### src/rtl/countdown_ctrl.sv
// Run/pause/done/clear sequencer for the MM:SS countdown chain.
// Emits one units-seconds decrease strobe per second and a blinking alarm at zero.
module countdown_ctrl #(
    parameter int unsigned TICK_DIV    = 100,
    parameter int unsigned ALARM_TICKS = 10
) (
    input  logic       clk_out,
    input  logic       reset_n,
    input  logic       start_pause,
    input  logic       clear,
    input  logic       all_zero,
    output logic       decrease,
    output logic [2:0] state,
    output logic       running,
    output logic       alarm
);

    typedef enum logic [2:0] {
        StIdle  = 3'd0,
        StRun   = 3'd1,
        StPause = 3'd2,
        StDone  = 3'd3,
        StClear = 3'd4
    } state_e;

    localparam int unsigned PW = (TICK_DIV > 1) ? $clog2(TICK_DIV) : 1;
    localparam int unsigned AW = $clog2(ALARM_TICKS + 1);

    state_e        state_q, state_d;
    logic [PW-1:0] p_q, p_d;
    logic [AW-1:0] cnt_q, cnt_d;
    logic          decrease_d, alarm_d, tick;

    always_comb begin
        tick       = ((state_q == StRun) || (state_q == StDone)) && (p_q == PW'(TICK_DIV - 1));
        state_d    = state_q;
        p_d        = '0;
        cnt_d      = cnt_q;
        decrease_d = 1'b0;
        alarm_d    = 1'b0;

        if (clear) begin
            state_d = StClear;
            cnt_d   = '0;
        end else begin
            unique case (state_q)
                StIdle: begin
                    if (start_pause && !all_zero) state_d = StRun;
                end
                StRun: begin
                    // Pausing freezes the prescaler so resume keeps the phase.
                    if (start_pause) begin
                        state_d = StPause;
                        p_d     = p_q;
                    end else if (tick) begin
                        if (all_zero) begin
                            state_d = StDone;
                            cnt_d   = '0;
                            alarm_d = 1'b1;
                        end else begin
                            decrease_d = 1'b1;
                        end
                    end else begin
                        p_d = p_q + PW'(1);
                    end
                end
                StPause: begin
                    p_d = p_q;
                    if (start_pause) state_d = StRun;
                end
                StDone: begin
                    alarm_d = alarm;
                    if (start_pause) begin
                        state_d = StIdle;
                        alarm_d = 1'b0;
                    end else if (tick) begin
                        if (cnt_q == AW'(ALARM_TICKS - 1)) begin
                            state_d = StIdle;
                            alarm_d = 1'b0;
                        end else begin
                            cnt_d   = cnt_q + AW'(1);
                            alarm_d = ~alarm;
                        end
                    end else begin
                        p_d = p_q + PW'(1);
                    end
                end
                StClear: state_d = StIdle;
                default: state_d = StIdle;
            endcase
        end
    end

    always_ff @(posedge clk_out or negedge reset_n) begin
        if (!reset_n) begin
            state_q  <= StIdle;
            p_q      <= '0;
            cnt_q    <= '0;
            decrease <= 1'b0;
            running  <= 1'b0;
            alarm    <= 1'b0;
        end else begin
            state_q  <= state_d;
            p_q      <= p_d;
            cnt_q    <= cnt_d;
            decrease <= decrease_d;
            running  <= (state_d == StRun);
            alarm    <= alarm_d;
        end
    end

    assign state = state_q;

endmodule

### config.mk
export PLATFORM = sky130hd
export DESIGN_NAME = countdown_ctrl
export DESIGN_NICKNAME = d
export VERILOG_FILES = /design/src/rtl/countdown_ctrl.sv
export SDC_FILE = /design/constraint.sdc
export NUM_CORES = 1
export LEC_CHECK = 0
export ABC_AREA = 0
export CAP_MARGIN = 20
export CORE_MARGIN = 4
export CORE_UTILIZATION = 40
export DETAILED_ROUTE_END_ITERATION = 8
export HOLD_SLACK_MARGIN = 0.08
export SETUP_SLACK_MARGIN = 0.5
export SYNTH_ARGS = -nofsm -noshare
export SYNTH_HDL_FRONTEND = slang
export SYNTH_SLANG_ARGS = --single-unit
### constraint.sdc
create_clock -name clk_out -period 1.8 [get_ports clk_out]
set_input_delay 0.18 -clock clk_out [delete_from_list [all_inputs] [get_ports clk_out]]
set_output_delay 0.18 -clock clk_out [all_outputs]
set_load 0.01 [all_outputs]
* Word level (Yosys, flattened, before mapping) *
Cells that the tools add are included.

operators by class
  $add $sub $neg = 2
  equality and inequality tests = 14
  mux-type cells = 36
  bitwise operators = 1
  reductions and logical operators = 8

operators with widths
  kind                   number
  $mux W4                7
  $mux W7                4
  $mux W3                9
  $pmux W7 S3            1
  $ne A3 B3 Y1 const B   6
  $mux W1                12
  $pmux W3 S4            1
  $pmux W4 S2            1
  $add A7 B1 Y7 const B  1
  $eq A7 B7 Y1 const B   1
  $reduce_and A7 Y1      1
  $eq A3 B1 Y1 const B   2
  $eq A3 B2 Y1 const B   2
  $add A4 B1 Y4 const B  1
  $eq A4 B4 Y1 const B   1
  $ne A4 B4 Y1 const B   1
  $logic_not A3 Y1       1
  $reduce_bool A3 Y1     1
  $logic_and A1 B1 Y1    2
  $ne A2 B2 Y1 const B   1
  $pmux W1 S2            1
  $reduce_and A2 Y1      1
  $logic_not A1 Y1       1
  $logic_or A1 B1 Y1     1
  $not A1 Y1             1

word-level totals
  register bits after elaboration = 17
  output and inout port bits = 6
  word-level logic and storage cells = 67

* Longest topological paths before layout *
Gate-level depths: netlist of the first run.

  word-level depth = 8
  depth in mapped cells = 7
  depth with buffers taken out = 7

* Worst setup path after synthesis of the first run *
OpenSTA, ideal clock, no wires.

  kind = register -> register
  from = register state_q[2] (netlist: state[2])
  to = register cnt_q[3]
  library setup time = 132 ps
  data arrival time = 1453 ps
  path slack = 215 ps
  cell stages (with the launch flop) = 6
  path through = dfrtp_1 > or3b_4 > nor2_4 > a31oi_4 > o21ai_0 > o41ai_2

on the way
  word-level cells in the longest chain between the ends = 5
  elaborated cells between the ends (all ways) = 14
  classes of those cells = eq/ne: 8; mux: 2; reduce/logical: 4

ends and longest elaborated chain
  element                                       line    text
  start, declared                               29      state_e state_q, state_d;
  start signal, assigned                        96      state_q <= StIdle;
  start signal, assigned                        103     state_q <= state_d;
  $eq A3 B1 Y1 or $eq A3 B2 Y1 (tied branches)  35, 46
  $logic_or A1 B1 Y1                            35      tick = ((state_q == StRun) || (state_q == StDone)) && (p_q == PW'(TICK_DIV - 1));
  $logic_and A1 B1 Y1                           35
  $ne A3 B3 Y1 (no source line)                 -
  $reduce_and A7 Y1 (no source line)            -
  end signal, assigned                          105     cnt_q <= cnt_d;
  end, declared                                 31      logic [AW-1:0] cnt_q, cnt_d;

Several ways; a longest one is shown, not always the timed one.
A chain may end at the register's enable or synchronous reset.

* Worst setup path after layout of the first run *
Same ends and word-level chain as after synthesis.

==> flow_metrics.py, run 1 <==
metrics = {
    "detailed_routing": {
        "avgViaCountPerCell": 5.79,
        "dr_wl_met3_um": 128,
        "drcViolationCount": 0,
        "num_vias": 961,
        "drt_iter0_markers": 20,
        "wire_per_inst_um": 16.4,
        "wirelength_um": 2720,
        "firstDrtPassIters": 4,
        "drt-met1-wl_um": 1230,
        "routed-wl-met2_um": 1330,
        "highest_layer": "met4",
        "ant_nets": 0,
    },
    "floorplanning": {
        "die_area_mm2": 0.00336,
        "core.rowCount": 17,
        "pin_count": 11,
        "core_area_mm2": 0.00230,
        "die-width_um": 57.9,
        "initial_utilization_pct": 43.4,
        "fp.dieH_um": 57.9,
    },
    "cts": {
        "insertion_delay_ps": 290,
        "cts_tree": "done",
        "clockBufferDepth": 2,
        "htree_levels": 1,
        "cts-buffers-inserted": 3,
        "cts_hold_buf": 0,
        "clk_pin_slew_ps": 100,
        "cts.sinks": 17,
        "clock-root-buffer": "clkbuf_4",
    },
    "yosys": {
        "ys_warn_count": 0,
        "synth_common_cells": "dfrtp_1, inv_1, nand2_1",
        "avgSynthCellArea_um2": 10.1,
        "synth_cell_types": 39,
        "synthArstFlopShare_pct": 100,
        "ys_seq_elements": 17,
        "ys_seq_area_share_pct": 42.7,
        "synth_area_leader_cell": "dfrtp_1",
        "syn_inst": 99,
        "synth_ff_type": "dfrtp_1",
        "synth_top_area_share_pct": 42.7,
        "syn_area_um2": 997,
        "synthTopCellsByArea": "dfrtp_1, ha_1, and3b_1, nand3_1, o21ai_0",
        "yosysMostFrequentCell": "dfrtp_1",
        "syn_nets": 107,
        "synth_edf_count": 0,
    },
    "placement": {
        "dp_hpwl_um": 1600,
        "dp_slack_ps": -12.6,
        "place_area_mm2": 0.00120,
        "place.port_buffers": 10,
        "dp_cells": 140,
        "place_congestion": 0.842,
    },
    "global_routing": {
        "grt_remaining_overflow": 0,
        "grt_first_pass_wirelength_um": 4260,
        "grt_max_degree": 18,
        "track_usage_pct": 16.5,
        "antenna_found_initial": 0,
        "first_global_vias": 885,
    },
    "setup_path": {
        "cp.arrival_ps": 1720,
        "r2r_start": "state[2]",
        "cp-end-kind": "flip-flop",
        "critPathKind": "flip-flop to flip-flop",
        "cp_num_cells": 5,
        "crit_fanout": 7,
        "worstSetupStartpoint": "state[2]",
        "worstRegToRegCells": 5,
        "cp_top_family": "simple AND/OR/NAND/NOR gates",
        "cp_cell_sequence": "or3b_4 > nor2_4 > a31oi_4 > o21ai_2 > o41ai_2",
        "cpPeakStageDelay_ps": 490,
        "r2r_slack_ps": 260,
        "cp_data_required_time_ps": 1980,
        "path_buf_inv": 0,
        "cp-endpoint": "cnt_q[3]",
        "start_kind": "flip-flop",
        "critPathSlowestCell": "dfrtp_2",
        "timing.rr.end": "cnt_q[3]",
    },
    "timing": {
        "tightestPinTransition_ps": 301,
        "drv_slew": 0,
        "setup_viol": 0,
        "post-route-period-util_pct": 85.8,
        "finalHoldViolations": 0,
        "timing.fmax_mhz": 647,
        "slew_headroom_pct": 79.9,
        "fin_crit_ps": 1540,
        "final.setup.worst_slack_ps": 255,
        "clock-skew-final_ps": 4.09,
        "rsz0062_at_grt": "true",
    },
    "pwr": {
        "power_frac_seq_pct": 56.7,
        "ir_worst_vdd_uv": 354,
        "netSwitchingFraction_pct": 25.0,
        "power_switching_uw": 172,
        "combPwrFrac_pct": 13.0,
        "p_int_uw": 515,
        "p_clk_share_pct": 30.3,
        "power_density_mw_per_mm2": 447,
        "p_leak_uw": 0.000697,
    },
    "finish": {
        "antenna_cells": 0,
        "areaGrowthSynthToFinish_pct": 54.0,
        "final_cell_area_mm2": 0.00154,
        "layout.nets": 147,
        "final_layout_size_suffix_gt1_share_pct": 46.4,
        "stdcell_count": 166,
    },
    "outcome": {
        "status": "finished clean",
    },
    "run": {
        "cap_viol_max_count": 0,
    },
    "hold_path": {
        "hp-class": "input port to asynchronous set/reset pin",
    },
}
## power groups by stage
stage               clock, uW  combinational, uW  sequential, uW
finish                    208               89.3             389
global route              227               95.7             389
CTS                       216               70.2             389
detailed placement          0               59.4             397
global placement            0               58.9             397
floorplan                   0               22.9             397
## stage by stage
step / utilization, % / total power [uW] / hold slack [ps] / TNS, ps
2_1_floorplan: - / 420 / -116 / 0
3_3_place_gp: 52.5 / 456 / 485 / 0
3_5_place_dp: 52.5 / 457 / 493 / -12.6
4_1_cts: 60.1 / 675 / 214 / 0
5_1_grt: 66.8 / 712 / 221 / 0
6_report: 66.8 / 687 / 214 / 0
## worst min-delay path by stage
| stage | endpoint | slack [ps] |
|---|---|---|
| after CTS | p_q[5] | 210 |
| after global placement | cnt_q[3] | 490 |
| after detailed placement | cnt_q[3] | 490 |
| final | p_q[5] | 210 |
| after global routing | running | 220 |
| after floorplan | alarm | -120 |
## layer usage
layer / global-route usage [%] / up-vias
met5: 0 / -
li1: - / 453
met2: 26.1 / 22
met1: 22.1 / 482
met3: 3.34 / 4
met4: 5.96 / 0
## worst register-to-register path: cells and delay by family, from the launching register on
kind	cells	cell delay, ps
AO/OA/AOI/OAI	3	390
flip-flops	1	490
AND/OR/NAND/NOR	2	560
## cells by family after synthesis
family	synth area share [%]
and+or+nand+nor	24.8
buffers and inverters	4.14
xor gates and xnor gates	0.878
adders and majority gates	3.76
AOI/OAI and AO/OA	23.7
DFF	42.7
## what timing repair did
item | in CTS | in global routing
hold endpoints to repair | 0 | 0
setup endpoints to repair | 22 | 17
gates resized for setup | 19 | 22
setup buffers | 13 | 8
pin swaps | 6 | 11
cloned | 1 | 0
## registers in the layout, indices dropped and copies added (netlist names)
name	flops
decrease	1
alarm	1
p_q	7
running	1
cnt_q	4
state	3
## final cells by class
class                   instances  area, um2
well taps                      28       35.0
inverters                       6       22.5
flip-flops and latches         17        428
clock buffers                   4       26.3
multi-input cells              73        696
repair buffers                 38        328
fillers                       182        762
## placed cells by master (no fill, tap or decap), drive strengths merged, types with 2 or more instances in the layout
master	count
clkbuf	4
o31ai	2
o41ai	3
o22ai	3
buf	29
and3	2
dfrtp	17
nand3	5
dlygate4sd2	5
nor2	8
a31oi	4
o21ai	6
nor3	4
ha	3
nor2b	2
nand2b	2
nor3b	3
inv	6
a21o	3
clkdlybuf4s50	4
and3b	3
nand2	6
No activity file was read; power rests on OpenSTA's default activity.
==> inputs of run 2 (changes only) <==
--- a/config.mk
+++ b/config.mk
@@ -10,6 +10,7 @@
 export CORE_MARGIN = 4
 export CORE_UTILIZATION = 40
 export DETAILED_ROUTE_END_ITERATION = 8
+export GPL_TIMING_DRIVEN = 0
 export HOLD_SLACK_MARGIN = 0.08
 export SETUP_SLACK_MARGIN = 0.5
 export SYNTH_ARGS = -nofsm -noshare
==> flow_metrics.py, run 2 (same netlist as run 1, synthesis figures left out) <==
metrics = {
    "cts": {
        "clockBufferDepth": 2,
        "htree_levels": 1,
        "cts-buffers-inserted": 3,
        "cts.sinks": 17,
        "cts_hold_buf": 0,
        "cts_tree": "done",
        "clock-root-buffer": "clkbuf_4",
        "clk_pin_slew_ps": 100,
        "insertion_delay_ps": 290,
    },
    "timing": {
        "finalSetupTns_ps": 0,
        "fin_crit_ps": 1490,
        "post-route-period-util_pct": 83.0,
        "tightestPinTransition_ps": 804,
        "drv_slew": 0,
        "clock-skew-final_ps": 0.549,
        "timing.fmax_mhz": 669,
        "finalHoldViolations": 0,
        "slew_headroom_pct": 46.2,
        "setup_viol": 0,
        "rsz0062_at_grt": "true",
    },
    "global_routing": {
        "grt_first_pass_wirelength_um": 4350,
        "grt_remaining_overflow": 0,
        "antenna_found_initial": 0,
        "track_usage_pct": 16.7,
        "grt_max_degree": 18,
        "first_global_vias": 928,
    },
    "run": {
        "cap_viol_max_count": 0,
    },
    "finish": {
        "stdcell_count": 158,
        "largest_reg_flops": 7,
        "final_layout_size_suffix_gt1_share_pct": 40.8,
        "regMostFlops": "p_q",
        "final_common_cell": "buf_4",
        "areaGrowthSynthToFinish_pct": 43.8,
        "antenna_cells": 0,
        "utilization_pct": 62.4,
        "mostFrequentLayoutCells": "buf_4, dfrtp_1, inv_1",
        "layout.nets": 139,
    },
    "floorplanning": {
        "core.rowCount": 17,
        "fp.dieH_um": 57.9,
        "core_area_mm2": 0.00230,
        "pin_count": 11,
        "die_area_mm2": 0.00336,
        "initial_utilization_pct": 43.4,
        "die-width_um": 57.9,
    },
    "setup_path": {
        "cpPeakStageDelay_ps": 390,
        "cp-end-kind": "flip-flop",
        "cp_cell_sequence": "inv_1 > ha_1 > and3b_2 > nand2_2 > a31oi_4 > nor3_1 > a21o_1",
        "cp.arrival_ps": 1690,
        "crit_fanout": 7,
        "critPathSlowestCell": "dfrtp_1",
        "critPathKind": "flip-flop to flip-flop",
        "start_kind": "flip-flop",
        "cp_data_required_time_ps": 1990,
    },
    "placement": {
        "dp_hpwl_um": 1540,
        "place.port_buffers": 9,
        "place_congestion": 0.853,
        "dp_cells": 136,
    },
    "detailed_routing": {
        "drt_iter0_markers": 31,
        "wirelength_um": 2500,
        "wire_per_inst_um": 15.8,
        "routed-wl-met2_um": 1190,
        "num_vias": 924,
        "drcViolationCount": 0,
        "avgViaCountPerCell": 5.85,
        "highest_layer": "met4",
        "firstDrtPassIters": 4,
        "ant_nets": 0,
        "drt-met1-wl_um": 1140,
        "dr_wl_met3_um": 100,
    },
    "outcome": {
        "status": "finished clean",
    },
    "pwr": {
        "ir_worst_vdd_uv": 492,
        "netSwitchingFraction_pct": 25.4,
        "p_int_uw": 501,
        "p_clk_share_pct": 31.5,
        "combPwrFrac_pct": 10.8,
        "power_uw": 672,
        "power_density_mw_per_mm2": 468,
        "power_switching_uw": 170,
        "p_leak_uw": 0.000651,
        "power_frac_seq_pct": 57.8,
    },
    "hold_path": {
        "hp-class": "input port to asynchronous set/reset pin",
    },
}
==> run 2: cell types whose count changed in the layout (fill, tap and decap cells not counted), sizes merged <==
cell	delta
nor2	-1
clkbuf	+2
buf	-8
clkdlybuf4s50	-1
==> run 2: worst max-delay path, delay by kind of cell (launching register included) <==
kind,cells,cell delay (ps)
adders and majority gates,1,120
AOI/OAI and AO/OA,2,420
buffers and inverters,1,60
DFF,1,390
and+or+nand+nor,3,400
==> run 2: layout make-up <==
class                   count  area (um2)
flip-flops and latches     17         428
multi-input cells          72         677
inverters                   6        22.5
clock buffers               4        26.3
plain buffers               4        23.8
fillers                   195         863
repair buffers             27         221
well taps                  28        35.0
==> run 2: path summary, 6_finish.rpt <==
| path | start | cells after the start | to | slack (ps) |
|---|---|---|---|---|
| setup / recovery | cnt_q[1] | 7 | cnt_q[0] | 310 |
| hold / removal | reset_n | 1 | cnt_q[2] | 340 |
| setup reg to reg | cnt_q[1] | 7 | cnt_q[0] | 310 |
| hold reg to reg | cnt_q[2] | 1 | cnt_q[2] | 520 |
| max in group asynchronous | reset_n | 1 | state[2] | 910 |
| min in group clk_out | start_pause | 3 | p_q[0] | 360 |
==> run 2: power by group through the flow <==
stage | Clock (uW) | Sequential, uW | Combinational (uW)
floorplan | 0 | 397 | 22.9
global placement | 0 | 397 | 50.2
detailed placement | 0 | 397 | 50.7
CTS | 219 | 388 | 69.6
global route | 243 | 389 | 78.4
finish | 211 | 388 | 72.5
==> run 2: what timing repair did <==
action | in CTS | in global routing
pin swaps | 15 | 7
gates resized for setup | 26 | 9
endpoints found under the setup margin | 22 | 17
setup buffers | 13 | 5
==> run 2: per-layer routing <==
layer | vias to the layer above | track usage (%)
met3 | 6 | 4.23
li1 | 438 | -
met2 | 23 | 25.6
met5 | - | 0
met4 | 0 | 7.62
met1 | 457 | 22.0
==> run 2: stage by stage <==
step	instance area, um2	hold slack, ps	worst slack [ps]
final	1430	342	306
after global routing	1430	369	198
after CTS	1360	337	302
after detailed placement	1160	494	25.3
after global placement	1160	485	17.0
after floorplan	1040	-116	357
==> inputs of run 3 (changes only) <==
==> constraint.sdc (replaced) <==
create_clock -name clk_out -period 1.3 [get_ports clk_out]
set_input_delay 0.13 -clock clk_out [delete_from_list [all_inputs] [get_ports clk_out]]
set_output_delay 0.13 -clock clk_out [all_outputs]
set_load 0.01 [all_outputs]
==> flow_metrics.py, run 3 (same netlist as run 1, synthesis figures left out) <==
metrics = {
    "timing": {
        "timing.fmax_mhz": 653,
        "drv_slew": 0,
        "rsz0062_at_grt": "true",
        "finalHoldViolations": 0,
        "slew_headroom_pct": 46.6,
        "fin_crit_ps": 1530,
        "final.setup.worst_slack_ps": -232,
        "clock-skew-final_ps": 3.32,
        "finalSetupTns_ps": -2050,
        "post-route-period-util_pct": 118,
        "setup_viol": 16,
        "tightestPinTransition_ps": 802,
    },
    "floorplanning": {
        "pin_count": 11,
        "core.rowCount": 17,
        "initial_utilization_pct": 43.4,
        "die_area_mm2": 0.00336,
        "fp.dieH_um": 57.9,
        "die-width_um": 57.9,
        "core_area_mm2": 0.00230,
    },
    "cts": {
        "cts_tree": "done",
        "clock-root-buffer": "clkbuf_4",
        "cts.sinks": 17,
        "insertion_delay_ps": 280,
        "htree_levels": 1,
        "clockBufferDepth": 2,
        "cts-buffers-inserted": 3,
        "clk_pin_slew_ps": 100,
    },
    "placement": {
        "dp_hpwl_um": 1450,
        "place.port_buffers": 9,
        "place_congestion": 0.779,
    },
    "global_routing": {
        "first_global_vias": 929,
        "grt_max_degree": 18,
        "use_met1_pct": 21.9,
        "grt_first_pass_wirelength_um": 4420,
        "busiest_layer": "met2",
        "grtUsageMet2_pct": 28.5,
        "use_met3_pct": 3.12,
        "grt_remaining_overflow": 0,
        "antenna_found_initial": 0,
        "track_usage_pct": 16.8,
    },
    "setup_path": {
        "timing.rr.end": "cnt_q[3]",
        "crit_fanout": 7,
        "start_kind": "flip-flop",
        "cp.arrival_ps": 1710,
        "r2r_slack_ps": -230,
        "cp-endpoint": "cnt_q[3]",
        "cp-end-kind": "flip-flop",
        "worstRegToRegCells": 5,
        "cp_data_required_time_ps": 1480,
        "r2r_start": "state[2]",
        "critPathKind": "flip-flop to flip-flop",
        "worstSetupStartpoint": "state[2]",
    },
    "detailed_routing": {
        "num_vias": 905,
        "drcViolationCount": 0,
        "drt_iter0_markers": 18,
        "wirelength_um": 2490,
        "wire_per_inst_um": 15.5,
        "firstDrtPassIters": 6,
        "ant_nets": 0,
        "avgViaCountPerCell": 5.62,
    },
    "pwr": {
        "ir_worst_vdd_uv": 414,
        "p_leak_uw": 0.000673,
        "power_density_mw_per_mm2": 632,
    },
    "finish": {
        "utilization_pct": 63.6,
        "layout.nets": 142,
        "final_layout_size_suffix_gt1_share_pct": 47.4,
        "antenna_cells": 0,
        "final_common_cell": "buf_4",
        "nFillCells": 208,
        "largest_reg_flops": 7,
        "mostFrequentLayoutCells": "buf_4, dfrtp_1, buf_2, inv_1",
        "areaGrowthSynthToFinish_pct": 46.5,
        "regMostFlops": "p_q",
    },
    "outcome": {
        "status": "complete, but fails checks",
        "violations": "setup timing",
    },
    "run": {
        "cap_viol_max_count": 0,
    },
    "hold_path": {
        "hp-class": "input port to asynchronous set/reset pin",
    },
}
-- run 3: per-stage QoR --
stage               cells  instance area (um2)  hold WS (ps)  power (uW)  worst slack [ps]
floorplan              99                 1040          -166         582              -143
global placement      136                 1160           489         619              -438
detailed placement    136                 1160           487         620              -436
CTS                   157                 1410          56.9         932              -209
global route          161                 1460          79.3         975              -324
finish                161                 1460          27.7         924              -232
-- run 3: power breakdown --
group / internal, uW / switching, uW / total (uW) / leakage, uW
logic: 42.2 / 57.6 / 99.8 / 0.000426
registers: 533 / 4.70 / 537 / 0.000232
clock network: 119 / 168 / 287 / 0.0000150
-- run 3: worst min path at each step --
stage	to	start	slack, ps	cells after the start
finish	running	reset_n	30	1
global route	running	reset_n	80	1
CTS	running	reset_n	60	1
detailed placement	cnt_q[3]	cnt_q[3]	490	1
global placement	cnt_q[3]	cnt_q[3]	490	1
floorplan	alarm	reset_n	-170	0
-- run 3: cell type report --
type	count	area, um2	share of cell area, %
Tap cell	28	35.0	2.40
Multi-Input combinational cell	72	692	47.3
Timing Repair Buffer	30	230	15.8
Sequential cell	17	428	29.3
Buffer	4	27.5	1.88
Clock buffer	4	26.3	1.80
Inverter	6	22.5	1.54
-- run 3: what timing repair did --
item	CTS	global route
resized for setup	51	6
gates cloned	0	0
pin swaps	17	4
setup endpoints to repair	39	22
buffers inserted	17	4
hold endpoints to repair	17	1
-- run 3: critical path, stage by stage, from the launching register on --
cell	delay, ps
dfrtp_2	460
or3b_4	410
nor2_4	130
a31oi_4	140
o21ai_1	180
o41ai_2	90
-- run 3: metal layers --
metal,vias to the layer above,wire length [um]
met5,-,0
met4,0,17
met3,2,121
met2,21,1150
met1,437,1200
li1,445,-
